`config.mk`:
```
export PLATFORM = sky130hd
export DESIGN_NAME = taglist_seq_player
export DESIGN_NICKNAME = d
export VERILOG_FILES = /design/src/rtl/taglist_seq_player.sv
export SDC_FILE = /design/constraint.sdc
export NUM_CORES = 1
export LEC_CHECK = 0
export CORE_MARGIN = 2
export CORE_UTILIZATION = 54
export CTS_BUF_LIST = sky130_fd_sc_hd__clkbuf_4
export DETAILED_ROUTE_END_ITERATION = 8
export PLACE_DENSITY = 0.88
export RECOVER_POWER = 25
export SETUP_SLACK_MARGIN = 0.1
export SYNTH_ARGS = -nofsm -noshare
export SYNTH_HDL_FRONTEND = slang
export SYNTH_SLANG_ARGS = --single-unit
```
`constraint.sdc`:
```
create_clock -name clk_1KHz -period 5.86 [get_ports clk_1KHz]
set_input_delay 1.172 -clock clk_1KHz [delete_from_list [all_inputs] [get_ports clk_1KHz]]
set_output_delay 1.172 -clock clk_1KHz [all_outputs]
set_load 0.05 [all_outputs]
```
`src/rtl/taglist_seq_player.sv`:
```
// Taglist sequence player: looks up one taglist entry, validates it and
// streams its inclusive ROM address range over a valid/ready handshake.
module taglist_seq_player #(
    parameter int SEQ_W  = 7,
    parameter int ROM_AW = 10,
    parameter int ENT_W  = 32
) (
    input  logic              clk_1KHz,
    input  logic              reset,
    input  logic              start,
    input  logic [SEQ_W-1:0]  seq_req,
    input  logic              abort,
    output logic [SEQ_W-1:0]  ram_addr,
    input  logic [ENT_W-1:0]  ram_rdata,
    output logic [ROM_AW-1:0] rom_addr,
    output logic              addr_valid,
    input  logic              addr_ready,
    output logic              addr_last,
    output logic              rom_end,
    output logic              busy,
    output logic              done,
    output logic              err
);

    localparam int LAST_LSB  = 1;
    localparam int FIRST_LSB = LAST_LSB + ROM_AW;
    localparam int SEQ_LSB   = FIRST_LSB + ROM_AW;
    localparam int TAG_LSB   = SEQ_LSB + SEQ_W;

    typedef enum logic [2:0] {
        S_IDLE,
        S_LOOKUP,
        S_CHECK,
        S_STREAM,
        S_FINISH
    } state_t;

    state_t            state_q, state_d;
    logic [SEQ_W-1:0]  ram_addr_q, ram_addr_d;
    logic [SEQ_W-1:0]  seq_q, seq_d;
    logic [ROM_AW-1:0] rom_addr_q, rom_addr_d;
    logic [ROM_AW-1:0] last_q, last_d;
    logic              valid_q, valid_d;
    logic              alast_q, alast_d;
    logic              rom_end_q, rom_end_d;
    logic              err_q, err_d;

    logic [ENT_W-TAG_LSB-1:0] ent_tag;
    logic [SEQ_W-1:0]         ent_seq;
    logic [ROM_AW-1:0]        ent_first;
    logic [ROM_AW-1:0]        ent_last;
    logic                     ent_ok;
    logic [ROM_AW-1:0]        rom_addr_inc;

    assign ent_tag   = ram_rdata[ENT_W-1:TAG_LSB];
    assign ent_seq   = ram_rdata[TAG_LSB-1:SEQ_LSB];
    assign ent_first = ram_rdata[SEQ_LSB-1:FIRST_LSB];
    assign ent_last  = ram_rdata[FIRST_LSB-1:LAST_LSB];
    assign ent_ok    = (ent_tag == '0) && (ent_seq == seq_q) &&
                       (ent_first <= ent_last);

    assign rom_addr_inc = rom_addr_q + 1'b1;

    always_comb begin
        state_d    = state_q;
        ram_addr_d = ram_addr_q;
        seq_d      = seq_q;
        rom_addr_d = rom_addr_q;
        last_d     = last_q;
        valid_d    = valid_q;
        alast_d    = alast_q;
        rom_end_d  = rom_end_q;
        err_d      = 1'b0;

        unique case (state_q)
            S_IDLE: begin
                if (start) begin
                    ram_addr_d = seq_req;
                    seq_d      = seq_req;
                    rom_end_d  = 1'b0;
                    state_d    = S_LOOKUP;
                end
            end
            S_LOOKUP: state_d = S_CHECK;
            S_CHECK: begin
                if (ent_ok) begin
                    rom_addr_d = ent_first;
                    last_d     = ent_last;
                    rom_end_d  = ram_rdata[0];
                    valid_d    = 1'b1;
                    alast_d    = (ent_first == ent_last);
                    state_d    = S_STREAM;
                end else begin
                    err_d   = 1'b1;
                    state_d = S_IDLE;
                end
            end
            S_STREAM: begin
                if (valid_q && addr_ready) begin
                    if (rom_addr_q != last_q) begin
                        rom_addr_d = rom_addr_inc;
                        alast_d    = (rom_addr_inc == last_q);
                    end else begin
                        valid_d = 1'b0;
                        alast_d = 1'b0;
                        state_d = S_FINISH;
                    end
                end
            end
            S_FINISH: state_d = S_IDLE;
            default:  state_d = S_IDLE;
        endcase

        // Cancel wins over any transfer or check result this cycle.
        if (abort && (state_q != S_IDLE)) begin
            state_d    = S_IDLE;
            rom_addr_d = rom_addr_q;
            last_d     = last_q;
            rom_end_d  = rom_end_q;
            valid_d    = 1'b0;
            alast_d    = 1'b0;
            err_d      = 1'b0;
        end
    end

    always_ff @(posedge clk_1KHz or negedge reset) begin
        if (!reset) begin
            state_q    <= S_IDLE;
            ram_addr_q <= '0;
            seq_q      <= '0;
            rom_addr_q <= '0;
            last_q     <= '0;
            valid_q    <= 1'b0;
            alast_q    <= 1'b0;
            rom_end_q  <= 1'b0;
            err_q      <= 1'b0;
        end else begin
            state_q    <= state_d;
            ram_addr_q <= ram_addr_d;
            seq_q      <= seq_d;
            rom_addr_q <= rom_addr_d;
            last_q     <= last_d;
            valid_q    <= valid_d;
            alast_q    <= alast_d;
            rom_end_q  <= rom_end_d;
            err_q      <= err_d;
        end
    end

    assign ram_addr   = ram_addr_q;
    assign rom_addr   = rom_addr_q;
    assign addr_valid = valid_q;
    assign addr_last  = alast_q;
    assign rom_end    = rom_end_q;
    assign err        = err_q;
    assign busy       = (state_q != S_IDLE);
    assign done       = (state_q == S_FINISH);

endmodule

```
==> qor.yml, run 1 <==
setup_path:
  cp_cell_sequence: "clkdlybuf4s50_1 -> inv_1 -> ha_1 -> a21o_1 -> a21o_1 -> a2111o_1 -> a21oi_2 -> nand2_1 -> mux2_1"
  worstSetupPathType: "input pin to flop"
  worstPathMaxFanout: 14
  crit_arrival_ps: 3900
  start_kind: "input pin"
  cpPeakStageDelay_ps: 490
  endpoint_kind: "flop"
  required_ps: 6090
  cpMaxStageDelayCell: "clkdlybuf4s50_1"
  cp_top_family: "compound AO/OA/AOI/OAI gates"
  cpMostUsedCell: "a21o_1"
  cp_num_buf_inv: 2
placed_design:
  gp_congestion: 0.8553
  dp_slack_ps: 1831
  dp_cells: 366
  post-dp-hpwl_um: 4649
  port_buffers: 66
synth:
  synth-edff-count: 0
  synthAdderAreaFrac: 0.05558
  ys_ff_latch: 34
  synth_compound_area_frac: 0.1708
  synthXorXnorAreaFrac: 0.07782
  synth_async_sr_flop_share: 1.000
  ys_warn_count: 0
  synth_top_family_by_area: "simple AND/OR/NAND/NOR gates"
  seq_area_frac_synth: 0.3436
  syn_inst: 258
  synthMuxAreaShare: 0.1132
  yosys.area_share.simple: 0.1799
  synth_area_per_cell_um2: 9.597
  synth_flop_cell: "dfrtp_1"
  synth_nets: 313
  synth.distinct_cells: 51
  syn_area_um2: 2476
die:
  ios: 67
  start_util: 0.5648
  die_x_um: 71.72
  coreArea_um2: 4384
  dieArea_um2: 5143
  dieHeight_um: 71.72
  rows: 24
grt:
  grt.overflow.total: 0
  grt_util_all_layers: 0.2529
  grt_pass1_vias: 2154
  antenna_found_initial: 0
  grt_pass1_wl_um: 10070
  grt_max_degree: 35
hold_path:
  hold_path.class: "flop to flop"
final_layout:
  regArea_um2: 850.8
  multi_input_area_um2: 1479
  antenna_cells: 0
  synthToLayoutAreaGrowth_pct: 27.74
  nNetsFinal: 376
  drive_gt1_frac: 0.09657
  final_cells: 373
  num-fill-cells: 329
sta:
  drv_slew: 35
  fmax_ghz: 0.2719
  post-route-min-period_ps: 3678
  worstMarginPinSlew_ps: 1868
  rsz0062_at_grt: "no"
  period_share: 0.6277
  setup_tns_ps: 0
  holdWs_ps: 523.4
  final-hold-violation-count: 0
  slew_headroom: -0.2451
  worst_slack_ps: 2182
  setup_viol: 0
  skew_ps: 15.64
cts:
  clk_latency_ps: 340
  cts_root_buffer: "clkbuf_4"
  cts_resized: 0
  cts_setup_buffers: 0
  cts_max_level: 2
  holdBufCountCts: 0
  clk_pin_slew_ps: 100
  cts_tree: "yes"
  clock_sinks: 34
  cts_buffer_depth: 2
  cts_buffers: 5
job:
  maxCapViolations: 1
drt:
  routedWlPerCell_um: 16.18
  drt_iter0_markers: 195
  vias: 2227
  routed_via_density: 5.971
  routed_wirelength_um: 6037
  ant_nets: 0
  drc: 0
  firstDrtPassIters: 5
pwr:
  powerDensity_nw_per_um2: 285.3
  ir_drop_uv: 191.2
  p_leak_nw: 1.392
outcome:
  violations: "capacitance limit, slew limit"
  outcome: "complete, but fails checks"
[report_power, final]
part / switching, mW / leakage (nW) / internal (mW) / total [mW]
sequential: 0.0630 / 0.448 / 0.269 / 0.332
combinational: 0.254 / 0.913 / 0.195 / 0.449
clock: 0.0781 / 0.0308 / 0.0431 / 0.121
total: 0.395 / 1.39 / 0.507 / 0.902
[layout make-up]
cell class	count	area share
clock buffers	5	0.01187
clock inverters	2	0.003165
inverters	15	0.01780
multi-input cells	198	0.4676
flip-flops and latches	34	0.2690
well taps	52	0.02057
repair buffers	67	0.2100
[worst reg2reg max path: stages, from the launching register on]
cell	delay, ps
dfrtp_1	820
and3b_1	720
nand2b_1	230
or4_1	570
o41ai_1	490
mux2_2	240
[layer usage]
| metal | wire length [um] | up-vias | GRT usage |
|---|---|---|---|
| met2 | 2986 | 99 | 0.4198 |
| met5 | 0 | - | 0 |
| li1 | - | 1070 | - |
| met1 | 2499 | 1043 | 0.3228 |
| met3 | 398 | 15 | 0.05485 |
| met4 | 153 | 0 | 0.09853 |
[logic make-up (layout without fill, tap and decap cells)]
group                      Yosys count  count (layout)
xor gates and xnor gates            22              22
muxes                               24              24
AOI/OAI and AO/OA                   58              58
buffers and inverters               26              89
DFF                                 34              34
and+or+nand+nor                     83              83
adders and majority gates           11              11
[state kept, by name (all words and copies together) (netlist names)]
name and count:
last_q 10, rom_addr 10, seq_q 7, state_q 3, addr_last 1, addr_valid 1, err 1, rom_end 1
[path summary, 6_finish.rpt]
| path | start | end | slack (ps) | depth (start not counted) |
|---|---|---|---|---|
| max in group asynchronous | reset | seq_q[2] | 2920 | 2 |
| worst min register to register | addr_last | addr_last | 520 | 1 |
| worst max register to register | state_q[0] | addr_last | 2750 | 5 |
| min in group asynchronous | reset | rom_addr[0] | 1870 | 2 |
| worst min-delay path | addr_last | addr_last | 520 | 1 |
| worst max-delay path | ram_rdata[4] | last_q[9] | 2180 | 9 |
[Yosys cell counts, types with 3 or more instances]
master,number,area [um^2]
a211oi_1,5,37.54
a21o_1,4,30.03
a21oi_1,7,35.03
a31oi_1,8,50.05
and3_1,3,18.77
buf_2,3,15.01
buf_6,5,56.30
dfrtp_1,34,850.8
ha_1,11,137.6
inv_1,15,56.30
mux2_1,5,56.30
mux2_2,15,168.9
mux2_4,3,45.04
nand2_1,18,67.56
nand2b_1,6,37.54
nand3_1,4,20.02
nand4_1,5,31.28
nor2_1,18,67.56
nor2b_1,5,31.28
nor3_1,6,30.03
nor3b_1,3,22.52
nor4_1,3,18.77
o21a_1,5,37.54
o21ai_0,6,30.03
o221a_1,5,56.30
o22ai_1,4,25.02
xnor2_1,7,61.31
xor2_1,15,131.4
[placed cells by master, fill, tap and decap left out, drive strengths merged, types with 5 or more instances in the layout]
master         count
a211oi             5
a21oi              9
a31oi              8
clkbuf             6
clkdlybuf4s50     65
dfrtp             34
ha                11
inv               15
mux2              23
nand2             18
nand2b             6
nand4              5
nor2              18
nor2b              5
nor3               7
o21a               5
o21ai              8
o221a              5
xnor2              7
xor2              15
[through the flow]
stage / util / cell area, um^2 / total power [mW]
after global placement: 0.7115 / 3119 / 0.7715
after CTS: 0.7223 / 3167 / 0.9090
final: 0.7215 / 3163 / 0.9024
after global routing: 0.7215 / 3163 / 0.9551
after detailed placement: 0.7115 / 3119 / 0.7837
after floorplan: - / 2476 / 0.6423
No activity file was read; power rests on OpenSTA's default activity.
==> run 2, diff against run 1 <==
- CORE_UTILIZATION: 54 -> 45
- PLACE_DENSITY: 0.88 -> 0.78
- clock period: 5.86 -> 3.21 ns (I/O delays scaled with it)
==> run 2 against run 1 <==
  * The run still ends with capacitance limit, slew limit left
  * Cell area rose by 2.0%
  * Register-to-register slack got worse by 2100 ps
  * Setup slack got worse by 1800 ps
  * Critical path type is now flop to primary output
  * Largest power group unchanged
==> qor.yml, run 2 (synthesis results as in run 1) <==
drt:
  drc: 0  # unchanged
  vias: 2163  # -2.9%
  routed_via_density: 5.421  # -9.2%
  firstDrtPassIters: 4  # -1
  ant_nets: 0  # unchanged
  drt_iter0_markers: 154  # -21%
  routed_wirelength_um: 6135  # +1.6%
  routedWlPerCell_um: 15.38  # -5.0%
outcome:
  violations: "capacitance limit, slew limit"
  outcome: "complete, but fails checks"
setup_path:
  worstSetupPathType: "flop to primary output"
  crit_arrival_ps: 2200  # -1700 ps
  crit_start: "state_q[0]"
  endpoint_kind: "primary output"
  required_ps: 2570  # -3520 ps
  worstPathMaxFanout: 25  # +11
  rrSetupSlack_ps: 650  # -2100 ps
  reg2reg_to: "addr_last"
  reg2regPathDepth: 7  # +2
  reg2reg_from: "rom_addr[0]"
  critical_path.endpoint: "busy"
  start_kind: "flop"
sta:
  period_share: 0.8864
  setup_tns_ps: 0  # unchanged
  skew_ps: 14.52  # -1.115 ps
  drv_slew: 35  # unchanged
  worstMarginPinSlew_ps: 1973  # +105.1 ps
  setup_viol: 0  # unchanged
  slew_headroom: -0.3151  # -0.07005
  rsz0062_at_grt: "no"
  fmax_ghz: 0.3515
  final-hold-violation-count: 0  # unchanged
  post-route-min-period_ps: 2845
final_layout:
  antenna_cells: 0  # unchanged
  nNetsFinal: 381  # +1.3%
  final_common_cell: "clkdlybuf4s50_1"
  synthToLayoutAreaGrowth_pct: 30.32
  mostFrequentLayoutCells: "clkdlybuf4s50_1, dfrtp_1, nand2_1, nor2_1"
  drive_gt1_frac: 0.1040  # +0.007402
grt:
  grt_pass1_wl_um: 10090  # +0.27%
  grt.overflow.total: 0  # unchanged
  grt_util_all_layers: 0.2111  # -0.04182
  grt_max_degree: 35  # unchanged
  antenna_found_initial: 0  # unchanged
  grt_pass1_vias: 2115  # -1.8%
pwr:
  p_total_mw: 1.652  # +83%
  ir_drop_uv: 377.1  # +97%
  powerDensity_nw_per_um2: 511.9  # +79%
  p_leak_nw: 1.413  # +1.5%
placed_design:
  post-dp-hpwl_um: 4745  # +2.1%
  port_buffers: 66  # unchanged
  gp_congestion: 0.8790  # +2.8%
die:
  ios: 67  # unchanged
  dieArea_um2: 6112  # +19%
  die_x_um: 78.18  # +9.0%
  coreArea_um2: 5405  # +23%
  dieHeight_um: 78.18  # +9.0%
  start_util: 0.4581  # -0.1067
  rows: 27  # +13%
cts:
  cts_buffers: 5  # unchanged
  clk_latency_ps: 350  # about the same
  clk_pin_slew_ps: 90  # about the same
  cts_root_buffer: "clkbuf_4"
  cts_max_level: 2  # unchanged
  cts_resized: 0  # unchanged
  holdBufCountCts: 0  # unchanged
  clock_sinks: 34  # unchanged
  cts_buffer_depth: 2  # unchanged
  cts_setup_buffers: 0  # unchanged
  cts_tree: "yes"
job:
  maxCapViolations: 1  # unchanged
hold_path:
  hold_path.class: "flop to flop"
-- run 2: layer usage --
layer / up-vias / routed length (um) / GRT usage
li1: 1077 / - / -
met1: 1016 / 2747 / 0.2739
met2: 63 / 3011 / 0.3569
met3: 7 / 304 / 0.04483
met4: 0 / 72 / 0.05789
met5: - / 0 / 0
-- run 2: through the flow --
| step | hold WS [ps] | cells | setup WS (ps) | instance area, um^2 | util |
|---|---|---|---|---|---|
| final | 523.5 | 399 | 364.7 | 3227 | 0.5970 |
| after detailed placement | 508.6 | 391 | 18.03 | 3182 | 0.5887 |
| after CTS | 532.3 | 399 | 355.6 | 3231 | 0.5977 |
| after global placement | 497.6 | 391 | 41.83 | 3182 | 0.5887 |
| after global routing | 558.0 | 399 | 250.2 | 3227 | 0.5970 |
| after floorplan | 346.4 | 258 | 531.0 | 2476 | - |
-- run 2: critical path, stage by stage (launching register included) --
cell and delay [ps]:
dfrtp_1 660, or3_1 490, clkdlybuf4s50_1 720
-- run 2: area by class of cell --
cell class              instances  area [um^2]
clock inverters                 3        11.26
flip-flops and latches         34        850.8
multi-input cells             198         1479
fillers                       498         2178
well taps                      72        90.09
inverters                      15        56.30
clock buffers                   5        37.54
repair buffers                 72        701.9
-- run 2: where the power goes --
group	switching (mW)	leakage (nW)	total [mW]	internal [mW]
Combinational	0.463	0.938	0.820	0.357
Sequential	0.114	0.448	0.605	0.491
Clock	0.149	0.0277	0.227	0.0781
Total	0.726	1.41	1.65	0.926
-- run 2: worst min path at each step --
stage / startpoint / end / slack, ps / cells past startpoint
finish: last_q[9] / last_q[9] / 520 / 1
global route: last_q[9] / last_q[9] / 560 / 1
CTS: last_q[9] / last_q[9] / 530 / 1
detailed placement: last_q[9] / last_q[9] / 510 / 1
global placement: last_q[9] / last_q[9] / 500 / 1
floorplan: reset / addr_last / 350 / 0
==> run 3, diff against run 2 <==
- CELL_PAD_IN_SITES_DETAIL_PLACEMENT: not set -> 0
- CELL_PAD_IN_SITES_GLOBAL_PLACEMENT: not set -> 1
- CORE_UTILIZATION: 45 -> 34
- PLACE_DENSITY: 0.78 -> not set
- PLACE_DENSITY_LB_ADDON: not set -> 0.1
==> run 3 against run 2 <==
  * The flow still finishes with violations (capacitance limit, slew limit)
  * Cell area grew 1.9%
  * Core utilization shrank 14 points
  * Critical path depth grew 8
  * Largest cell class unchanged
==> qor.yml, run 3 (synthesis results as in run 1) <==
final_layout:
  final_cells: 428  # +7.3%
  mostFrequentLayoutCells: "clkdlybuf4s50_1, dfrtp_1, nand2_1, nor2_1"
  nNetsFinal: 384  # +0.79%
  fin_area_um2: 3287  # +1.9%
  postLayoutCoreUtil: 0.4606  # -0.1364
  drive_gt1_frac: 0.1185  # +0.01457
  antenna_cells: 0  # unchanged
  regArea_um2: 850.8  # unchanged
  final_common_cell: "clkdlybuf4s50_1"
  synthToLayoutAreaGrowth_pct: 32.74
  multi_input_area_um2: 1479  # unchanged
  num-fill-cells: 737  # +48%
setup_path:
  cp_top_family: "compound AO/OA/AOI/OAI gates"
  endpoint_kind: "flop"
  cpMostUsedCell: "a21o_1"
  crit_arrival_ps: 3180  # +980 ps
  cp_cell_sequence: "clkdlybuf4s50_1 -> inv_1 -> ha_1 -> a21o_1 -> a21o_1 -> a2111o_1 -> a21oi_2 -> o21a_1 -> buf_4 -> o221a_1"
  crit_start: "ram_rdata[4]"
  cp_num_buf_inv: 3  # +2
  reg2reg_from: "rom_addr[0]"
  worstPathMaxFanout: 5  # -80%
  required_ps: 3480  # +910 ps
  worstSetupPathType: "input pin to flop"
  cpPeakStageDelay_ps: 480  # -240 ps
  cpMaxStageDelayCell: "clkdlybuf4s50_1"
  start_kind: "input pin"
sta:
  post-route-min-period_ps: 2912  # +67.04 ps
  worst_slack_ps: 297.6  # -67.04 ps
  period_share: 0.9073  # +0.02089
  fmax_ghz: 0.3434  # -2.3%
  final-hold-violation-count: 0  # unchanged
  drv_slew: 35  # unchanged
  setup_viol: 0  # unchanged
  rsz0062_at_grt: "no"
  worstMarginPinSlew_ps: 1919  # -54.10 ps
  slew_headroom: -0.2790  # +0.03607
  holdWs_ps: 528.7  # +5.218 ps
  setup_tns_ps: 0  # unchanged
  skew_ps: 8.834  # -5.687 ps
die:
  dieArea_um2: 7982  # +31%
  dieHeight_um: 89.34  # +14%
  rows: 31  # +15%
  ios: 67  # unchanged
  die_x_um: 89.34  # +14%
  start_util: 0.3469  # -0.1112
  coreArea_um2: 7137  # +32%
drt:
  drt_iter0_markers: 57  # -63%
  firstDrtPassIters: 4  # unchanged
  routedWlPerCell_um: 15.34  # -0.26%
  routed_wirelength_um: 6564  # +7.0%
  ant_nets: 0  # unchanged
  vias: 2156  # -0.32%
  routed_via_density: 5.037  # -7.1%
  drc: 0  # unchanged
cts:
  cts_resized: 0  # unchanged
  clock_sinks: 34  # unchanged
  cts_buffers: 5  # unchanged
  cts_root_buffer: "clkbuf_4"
  cts_buffer_depth: 2  # unchanged
  cts_setup_buffers: 0  # unchanged
  holdBufCountCts: 0  # unchanged
  cts_max_level: 2  # unchanged
  clk_pin_slew_ps: 110  # +20 ps
  cts_tree: "yes"
  clk_latency_ps: 330  # -20 ps
pwr:
  ir_drop_uv: 236.5  # -37%
  p_leak_nw: 1.432  # +1.3%
  powerDensity_nw_per_um2: 510.2  # -0.33%
  p_total_mw: 1.677  # +1.5%
outcome:
  outcome: "complete, but fails checks"
  violations: "capacitance limit, slew limit"
hold_path:
  worstHoldStart: "last_q[9]"
  hold_path.class: "flop to flop"
placed_design:
  dp_cells: 421  # +7.7%
  gp_congestion: 0.8085  # -8.0%
  post-dp-hpwl_um: 5247  # +11%
  port_buffers: 66  # unchanged
  place_area_um2: 3238  # +1.8%
  dp_slack_ps: -36.19  # -54.22 ps
grt:
  grt.overflow.total: 0  # unchanged
  grt_max_degree: 35  # unchanged
  grt_pass1_vias: 2158  # +2.0%
  antenna_found_initial: 0  # unchanged
  grt_pass1_wl_um: 10670  # +5.7%
  grt_util_all_layers: 0.1777  # -0.03338
job:
  maxCapViolations: 1  # unchanged
run 3: cell types whose count changed in the layout (fill, tap and decap cells not counted), sizes merged:
| cell | delta |
|---|---|
| clkinv | -3 |
| clkbuf | +2 |
| buf | +3 |
run 3: layout make-up:
type                    count  share of cell area
clock buffers               7             0.01599
multi-input cells         198              0.4499
flip-flops and latches     34              0.2589
well taps                  99             0.03769
inverters                  15             0.01713
repair buffers             75              0.2204
run 3: layer usage:
metal | vias to the layer above | GRT usage | wire (um)
met3 | 5 | 0.04063 | 234
li1 | 1081 | - | -
met5 | - | 0 | 0
met4 | 0 | 0.04071 | 64
met2 | 46 | 0.3145 | 3235
met1 | 1024 | 0.2193 | 3029
run 3: path summary, 6_finish.rpt:
check	endpoint	slack, ps	cells after the start
worst max-delay path	rom_addr[2]	300	10
worst max register to register	addr_last	560	7
max in group asynchronous	last_q[0]	750	2
min in group asynchronous	rom_addr[5]	1370	2
worst min register to register	last_q[9]	530	1
worst min-delay path	last_q[9]	530	1
run 3: power by group:
part	leakage, nW	internal (mW)	total [mW]	switching (mW)
Clock	0.0322	0.0997	0.247	0.147
Combinational	0.952	0.361	0.830	0.470
Sequential	0.448	0.491	0.599	0.109
